File: config.mk
export PLATFORM = sky130hd
export DESIGN_NAME = trp_pulse_detector
export DESIGN_NICKNAME = d
export VERILOG_FILES = /design/src/rtl/trp_pkg.sv /design/src/rtl/trp_peak_acc.sv /design/src/rtl/trp_pulse_detector.sv
export SDC_FILE = /design/constraint.sdc
export NUM_CORES = 1
export LEC_CHECK = 0
export CORE_ASPECT_RATIO = 0.75
export CORE_MARGIN = 5
export CORE_UTILIZATION = 40
export DETAILED_ROUTE_END_ITERATION = 10
export GPL_TIMING_DRIVEN = 1
export PLACE_DENSITY_LB_ADDON = 0.2
export SYNTH_ARGS = -nofsm -noshare
export SYNTH_HDL_FRONTEND = slang
export SYNTH_SLANG_ARGS = --single-unit
File: constraint.sdc
create_clock -name clk -period 4.6 [get_ports clk]
set_input_delay 0.92 -clock clk [delete_from_list [all_inputs] [get_ports clk]]
set_output_delay 0.92 -clock clk [all_outputs]
set_load 0.01 [all_outputs]
File: src/rtl/trp_pkg.sv
// trp_pkg: line constants, tick-rate constants and FSM state encoding shared by the
// trapezoid pulse generator and detector.
package trp_pkg;
    localparam int TRP_NS0     = 2048;
    localparam int TRP_NP      = 20;
    localparam int TRP_NRF     = 4;
    localparam int TRP_BR      = 1000;
    localparam int TRP_TICK_HZ = TRP_BR * TRP_NP;

    typedef enum logic [1:0] {
        IDLE = 2'd0,
        ACQ  = 2'd1,
        HOLD = 2'd2
    } state_t;
endpackage

File: src/rtl/trp_peak_acc.sv
// trp_peak_acc: midscale-relative deviation, |dev|, signed window accumulator and peak register.
module trp_peak_acc
    import trp_pkg::*;
#(
    parameter int NS0 = TRP_NS0
) (
    input  logic               clk,
    input  logic               rst_n,
    input  logic [11:0]        adc,
    input  logic               clr,
    input  logic               load,
    input  logic               en,
    output logic               dev_neg,
    output logic [11:0]        dev_abs,
    output logic signed [18:0] acc_nx,
    output logic [11:0]        peak_nx
);
    logic signed [12:0] dev;
    logic signed [18:0] acc_q;
    logic [11:0]        peak_q;

    // acc_nx/peak_nx already include the current sample so the FSM can publish them on the last tick
    always_comb begin
        dev     = $signed({1'b0, adc}) - $signed(13'(NS0));
        dev_neg = dev[12];
        dev_abs = dev_neg ? 12'(-dev) : dev[11:0];
        acc_nx  = load ? {{6{dev[12]}}, dev} : acc_q + {{6{dev[12]}}, dev};
        peak_nx = (load || dev_abs > peak_q) ? dev_abs : peak_q;
    end

    always_ff @(posedge clk or negedge rst_n) begin
        if (!rst_n) begin
            acc_q  <= '0;
            peak_q <= '0;
        end else if (clr) begin
            acc_q  <= '0;
            peak_q <= '0;
        end else if (load || en) begin
            acc_q  <= acc_nx;
            peak_q <= peak_nx;
        end
    end
endmodule

File: src/rtl/trp_pulse_detector.sv
// trp_pulse_detector: detects trapezoid pulses and reports sign, peak and window sum.
// Optional TRP_DET_STAT_EN adds n_pulse/n_err statistics counters.
module trp_pulse_detector
    import trp_pkg::*;
#(
    parameter int NS0   = TRP_NS0,
    parameter int TH    = 64,
    parameter int NP    = TRP_NP,
    parameter int QUIET = 4
) (
    input  logic               clk,
    input  logic               rst_n,
    input  logic               ce,
    input  logic [11:0]        adc,
    output logic               S,
    output logic [11:0]        AMP,
    output logic signed [18:0] SUM,
    output logic               rdy,
    output logic               err,
    output logic               busy
`ifdef TRP_DET_STAT_EN
    ,
    output logic [15:0]        n_pulse,
    output logic [15:0]        n_err
`endif
);
    state_t             state_q;
    logic [5:0]         cnt_q;
    logic [3:0]         quiet_q;
    logic               s_cur_q, err_cur_q;
    logic               s_q, err_q, rdy_q, busy_q;
    logic [11:0]        amp_q;
    logic signed [18:0] sum_q;
    logic               dev_neg, over, opp;
    logic [11:0]        dev_abs, peak_nx;
    logic signed [18:0] acc_nx;
`ifdef TRP_DET_STAT_EN
    logic [15:0]        n_pulse_q, n_err_q;
`endif

    // s_cur_q=1 means positive, so equal to dev_neg means opposite sign
    assign over = dev_abs > 12'(TH);
    assign opp  = over && (dev_neg == s_cur_q);

    trp_peak_acc #(.NS0(NS0)) u_pa (
        .clk     (clk),
        .rst_n   (rst_n),
        .adc     (adc),
        .clr     (ce && state_q == HOLD),
        .load    (ce && state_q == IDLE && over),
        .en      (ce && state_q == ACQ),
        .dev_neg (dev_neg),
        .dev_abs (dev_abs),
        .acc_nx  (acc_nx),
        .peak_nx (peak_nx)
    );

    always_ff @(posedge clk or negedge rst_n) begin
        if (!rst_n) begin
            state_q   <= IDLE;
            cnt_q     <= '0;
            quiet_q   <= '0;
            s_cur_q   <= 1'b0;
            err_cur_q <= 1'b0;
            s_q       <= 1'b0;
            amp_q     <= '0;
            sum_q     <= '0;
            err_q     <= 1'b0;
            rdy_q     <= 1'b0;
            busy_q    <= 1'b0;
`ifdef TRP_DET_STAT_EN
            n_pulse_q <= '0;
            n_err_q   <= '0;
`endif
        end else begin
            rdy_q <= 1'b0;
            if (ce) begin
                case (state_q)
                    IDLE: if (over) begin
                        state_q   <= ACQ;
                        s_cur_q   <= ~dev_neg;
                        err_cur_q <= 1'b0;
                        cnt_q     <= 6'd1;
                        busy_q    <= 1'b1;
                    end
                    ACQ: begin
                        cnt_q     <= cnt_q + 6'd1;
                        err_cur_q <= err_cur_q | opp;
                        if (cnt_q == 6'(NP - 1)) begin
                            state_q <= HOLD;
                            quiet_q <= '0;
                            s_q     <= s_cur_q;
                            amp_q   <= peak_nx;
                            sum_q   <= acc_nx;
                            err_q   <= err_cur_q | opp;
                            rdy_q   <= 1'b1;
`ifdef TRP_DET_STAT_EN
                            n_pulse_q <= n_pulse_q + 16'd1;
                            n_err_q   <= n_err_q + {15'd0, err_cur_q | opp};
`endif
                        end
                    end
                    HOLD: begin
                        if (over) begin
                            quiet_q <= '0;
                        end else if (quiet_q == 4'(QUIET - 1)) begin
                            quiet_q <= '0;
                            cnt_q   <= '0;
                            state_q <= IDLE;
                            busy_q  <= 1'b0;
                        end else begin
                            quiet_q <= quiet_q + 4'd1;
                        end
                    end
                    default: state_q <= IDLE;
                endcase
            end
        end
    end

    assign S    = s_q;
    assign AMP  = amp_q;
    assign SUM  = sum_q;
    assign err  = err_q;
    assign rdy  = rdy_q;
    assign busy = busy_q;
`ifdef TRP_DET_STAT_EN
    assign n_pulse = n_pulse_q;
    assign n_err   = n_err_q;
`endif
endmodule

; After elaboration in Yosys (flattened, before gate mapping)
; Cells that the tools add are included.
[op_classes]
n_addsub = 5
n_mux = 29
shifts = 0
magnitude_cmp = 2
multipliers = 0
div = 0
n_reduce_logical = 20
eq_ne = 9
bitwise = 2
[ops]
columns = cell, count
row1 = $mux 19, 3
row2 = $mux 12, 4
row3 = $add 19x19->19, 1
row4 = $mux 6, 3
row5 = $pmux 6 s3, 1
row6 = $reduce_and 5->1, 3
row7 = $sub 12x12->13 const B, 1
row8 = $gt 12x12->1, 1
row9 = $gt 12x7->1 const B, 1
row10 = $mux 4, 3
row11 = $neg 12->12, 1
row12 = $reduce_and 3->1, 4
row13 = $mux 2, 4
row14 = $pmux 4 s2, 1
row15 = $reduce_bool 2->1, 4
row16 = $mux 1, 7
row17 = $add 6x1->6 const B, 1
row18 = $eq 6x5->1 const B, 1
row19 = $pmux 2 s3, 1
row20 = $logic_and 1x1->1, 5
row21 = $add 4x1->4 const B, 1
row22 = $eq 4x2->1 const B, 1
row23 = $ne 2x1->1 const B, 2
row24 = $ne 2x2->1 const B, 2
row25 = 9 further kinds, 11
[totals]
in_bits = 15
latchBits = 0
ff_bits = 80
out_inout_bits = 35
mem_count = 0
romBits = 0
ramBits = 0

; Logic depth before layout (Yosys ltp)
[depth]
word_depth = 9
mapped_depth = 15

; Cells and area by module
; A second synthesis with hierarchy kept.
[hier_totals]
hier_cells = 632
area_unflattened_um2 = 5429.0
[modules_own_cells]
columns = module, n_inst, seq_area_each_um2, cells_each, area_each_um2
row1 = trp_peak_acc, 1, 775.7, 387, 3213.1
row2 = trp_pulse_detector, 1, 1226.2, 245, 2215.9

; Worst setup path before layout
; Ideal clock, no wire load.
[synth_timing]
path_kind = input-to-reg
startpoint = input port adc[1]
endpoint = register u_pa.peak_q[6]
setup_slack_ns = 1.120
stages = 15
t_required_ns = 4.479
path_buffers = 1
arrival_time_ns = 3.359
cell_sequence = inv_1 -> ha_1 -> nor3b_1 -> and2_2 -> nor2_1 -> xnor2_1 -> inv_1 -> ha_1 -> inv_1 -> maj3_1 -> o221ai_2 -> a21oi_2 -> a21o_1 -> buf_2 -> a22o_1
[synth_via]
elab_chain_len = 9
elab_cells_between_ends = 12
cone_classes = 2 x add/sub / 2 x order compare / 4 x mux / 4 x reduce/logical
[synth_rtl]
columns = element, line
row1 = "start, declared", trp_pulse_detector.sv:14  ; input logic [11:0] adc,
row2 = $sub 12x12->13 *, trp_peak_acc.sv:24  ; dev = $signed({1'b0, adc}) - $signed(13'(NS0));
row3 = $neg 12->12, trp_peak_acc.sv:26  ; dev_abs = dev_neg ? 12'(-dev) : dev[11:0];
row4 = $mux 12 *, trp_peak_acc.sv:26
row5 = $gt 12x7->1, trp_pulse_detector.sv:42  ; assign over = dev_abs > 12'(TH);
row6 = $logic_and 1x1->1, trp_pulse_detector.sv:50  ; .load (ce && state_q == IDLE && over),
row7 = $logic_or 1x1->1, trp_peak_acc.sv:28  ; peak_nx = (load || dev_abs > peak_q) ? dev_abs : peak_q;
row8 = $mux 12, trp_peak_acc.sv:28
row9 = $mux 12, trp_peak_acc.sv:38  ; end else if (load || en) begin
row10 = $mux 12, trp_peak_acc.sv:35  ; end else if (clr) begin
row11 = "end signal, assigned", trp_peak_acc.sv:40  ; peak_q <= peak_nx;
row12 = "end, declared", trp_peak_acc.sv:20  ; logic [11:0] peak_q;
; Mark *: on every way between the ends. The rest lies on a longest branch, timed or not. The select of a mux whose other input is x is not followed.
; A chain may end at the register's enable or synchronous reset.

; Worst setup path after layout
[layout_timing]
startpoint = input port adc[0]
endpoint = register u_pa.peak_q[3]
; The elaborated chain is that of the path after synthesis.

==> flow_metrics.tcl <==
set metrics [dict create \
    crit_family "compound AO/OA/AOI/OAI gates" \
    ctsHoldBuffers 0 \
    grt_pass1_wl_um 22800 \
    total_leakage_power_uw 0.00289 \
    dp_hpwl_um 10100 \
    endpoint_kind "flop" \
    post_cts_resized 0 \
    min_period_ns 4.25 \
    gp_congestion 0.901 \
    cap_violations 0 \
    ys_seq_area_frac 0.382 \
    regToRegSetupSlack_ns 1.58 \
    grt_max_degree 81 \
    r2r_cells 11 \
    synth_edf_count 0 \
    postCtsSetupRepairBufs 0 \
    worstSkewPairLatency_ns 0.34 \
    syn_to_final_growth_pct 19.0 \
    p_per_area_mw_per_mm2 632 \
    cp_cell_sequence "clkdlybuf4s50_1 > inv_1 > ha_1 > nor3b_1 > and2_2 > a21oi_1 > xnor2_1 > inv_1 > ha_1 > and3_1 > a21oi_1 > o221ai_2 > a21oi_2 > a21o_2 > a22o_1" \
    critPathKind "in -> reg" \
    dieHeight_um 109 \
    hp-class "reg -> reg" \
    slew_violations 0 \
    die_area_mm2 0.0155 \
    finish.utilization 0.482 \
    holdWs_ns 0.478 \
    r2r_start "u_pa.acc_q[0]" \
    cts-root-buf "clkbuf_16" \
    initial_core_util 0.405 \
    finClkSkew_ns 0.00819 \
    wl_um 13700 \
    synth.top_cell.area_share 0.382 \
    numClockSinks 80 \
    portBuffers 49 \
    rows 36 \
    final.setup.tns_ns 0 \
    core_mm2 0.0129 \
    cts_tree "yes" \
    worst-path-buf-inv 3 \
    setup_viol 0 \
    die_w_um 142 \
    synth-seq-cells 80 \
    io_pins 50 \
    ant_nets 0 \
    gr-usage-all-layers 0.188 \
    syn_avg_cell_area_um2 9.12 \
    vias_per_cell 5.48 \
    worst_slew_margin_rel 0.308 \
    synth_flop_cell "dfrtp_1" \
    max_clock_freq_ghz 0.235 \
    drt-pass1-iter-count 5 \
    syn_nets 626 \
    numCtsBuffers 9 \
    cp_data_required_time_ns 4.88 \
    syn_inst 574 \
    diodes 0 \
    grt_setup_unrepaired "false" \
    worst_pin_slew_ns 1.04 \
    antenna_found_initial 0 \
    num_vias 4402 \
    ir_drop_mv 0.313 \
    yosysTopAreaCell "dfrtp_1" \
    worst_hold_path.endpoint "AMP[4]" \
    num-fill-cells 1218 \
    clk_transition_reported_paths_ns 0.06 \
    cpMaxStageDelayCell "clkdlybuf4s50_1" \
    clockBufferDepth 2 \
    htreeDepth 3 \
    slowest_delay_ns 0.44 \
    drt-wirelength-per-cell_um 17.1 \
    syn_area_mm2 0.00524 \
    rr_endpoint "u_pa.acc_q[18]" \
    gr-total-overflow 0 \
    hold_depth 2 \
    nets 679 \
    synth_cell_type_count 71 \
    hp-start "AMP[4]" \
    arrival_ns 4.53 \
    synth_top_cells_by_area "dfrtp_1, ha_1, nand2_1" \
    drc 0 \
    yosysWarningCount 0 \
    drtIter0Drc 326 \
    fin_crit_sh 0.924 \
    status "finished clean" \
    cp-start-kind "input pin" \
    drive_gt1_frac 0.104 \
    grt_pass1_vias 4306 \
    path_max_fanout 12 \
    postSynth.asyncResetShare 1.00 \
    path_depth 15 \
    hold_viol 0 \
]
placed cells by master, fill, tap and decap left out, drive strengths merged, types with 11 or more instances in the layout:
master         synthesis  routed
a21o                  12      12
a21oi                 26      26
a22o                  19      19
buf                   15      22
clkbuf                13      11
clkdlybuf4s50          0      48
dfrtp                 80      80
ha                    36      36
inv                   31      31
nand2                 77      77
nand3                 26      26
nor2                  44      44
o21ai                 45      45
xnor2                 14      14
power by group:
group | switching [µW] | total, µW | internal, µW
sequential | 198 | 1180 | 985
combinational | 1060 | 1980 | 917
clock | 289 | 779 | 489
worst reg2reg max path, cell delays in order (launching register included):
cell and delay, ns:
dfrtp_1 0.35, ha_1 0.16, inv_1 0.06, fa_1 0.40, nand2b_1 0.17, a21oi_1 0.28
o221a_2 0.31, o2111ai_1 0.23, a21o_1 0.25, nand3_1 0.09, mux2_2 0.33, a211o_1 0.26
layer usage:
metal  GRT usage  share of wire  vias to the layer above  wire length (µm)
met5           0              0                        -                 0
met4      0.0438         0.0079                        0               108
met3      0.0526          0.062                        8               854
met2       0.270           0.41                      113              5620
met1       0.278           0.52                     2110              7130
li1            -              -                     2171                 -
kinds of logic (layout without fill, tap and decap cells):
family	Yosys count	after routing	share of synthesized area
muxes	11	11	0.0229
DFF	80	80	0.382
AOI/OAI and AO/OA	154	154	0.206
xor gates and xnor gates	22	22	0.0394
adders and majority gates	38	38	0.0918
buffers and inverters	59	117	0.0593
and+or+nand+nor	210	210	0.198
flip-flops by register name, summed over array words and instances (netlist names):
register,flops
cnt_q,6
s_cur_q,1
err_cur_q,1
quiet_q,4
S,1
err,1
u_pa.peak_q,12
SUM,19
rdy,1
state_q,2
busy,1
u_pa.acc_q,19
AMP,12
cell usage after synthesis, types with 7 or more instances:
cell / instances
a21o_1: 12
a21oi_1: 24
a22o_1: 19
buf_2: 9
clkbuf_1: 9
dfrtp_1: 80
ha_1: 36
inv_1: 31
mux2_2: 8
nand2_1: 77
nand3_1: 26
nor2_1: 44
o21ai_0: 44
or3_1: 10
xnor2_1: 14
xor2_1: 7
metrics by stage:
stage                     total power [µW]  area, µm²  cells  worst slack [ns]
final                                 3940       6230    803             0.352
after global routing                  4270       6230    803             0.101
after global placement                3110       5910    787             0.224
after detailed placement              3150       5910    787            0.0146
after CTS                             3950       6230    803             0.325
after floorplan                       2480       5240    574              1.12
worst max path at each step:
| stage | startpoint | end | slack (ns) |
|---|---|---|---|
| 2_1_floorplan | adc[1] | u_pa.peak_q[6] | 1.12 |
| 3_3_place_gp | adc[2] | u_pa.peak_q[10] | 0.22 |
| 3_5_place_dp | adc[0] | u_pa.peak_q[3] | 0.01 |
| 4_1_cts | adc[0] | u_pa.peak_q[3] | 0.33 |
| 5_1_grt | adc[1] | u_pa.peak_q[7] | 0.10 |
| 6_report | adc[0] | u_pa.peak_q[3] | 0.35 |
final cells by class:
type	instances	area (µm²)	share of cell area
tap	171	214	0.0343
inverter	31	116	0.0187
timing repair buffer	70	646	0.104
multi-input combinational	435	2930	0.470
sequential	80	2000	0.321
clock inverter	5	80.1	0.0128
clock buffer	11	243	0.0389
Power figures use the tool's default switching activity.
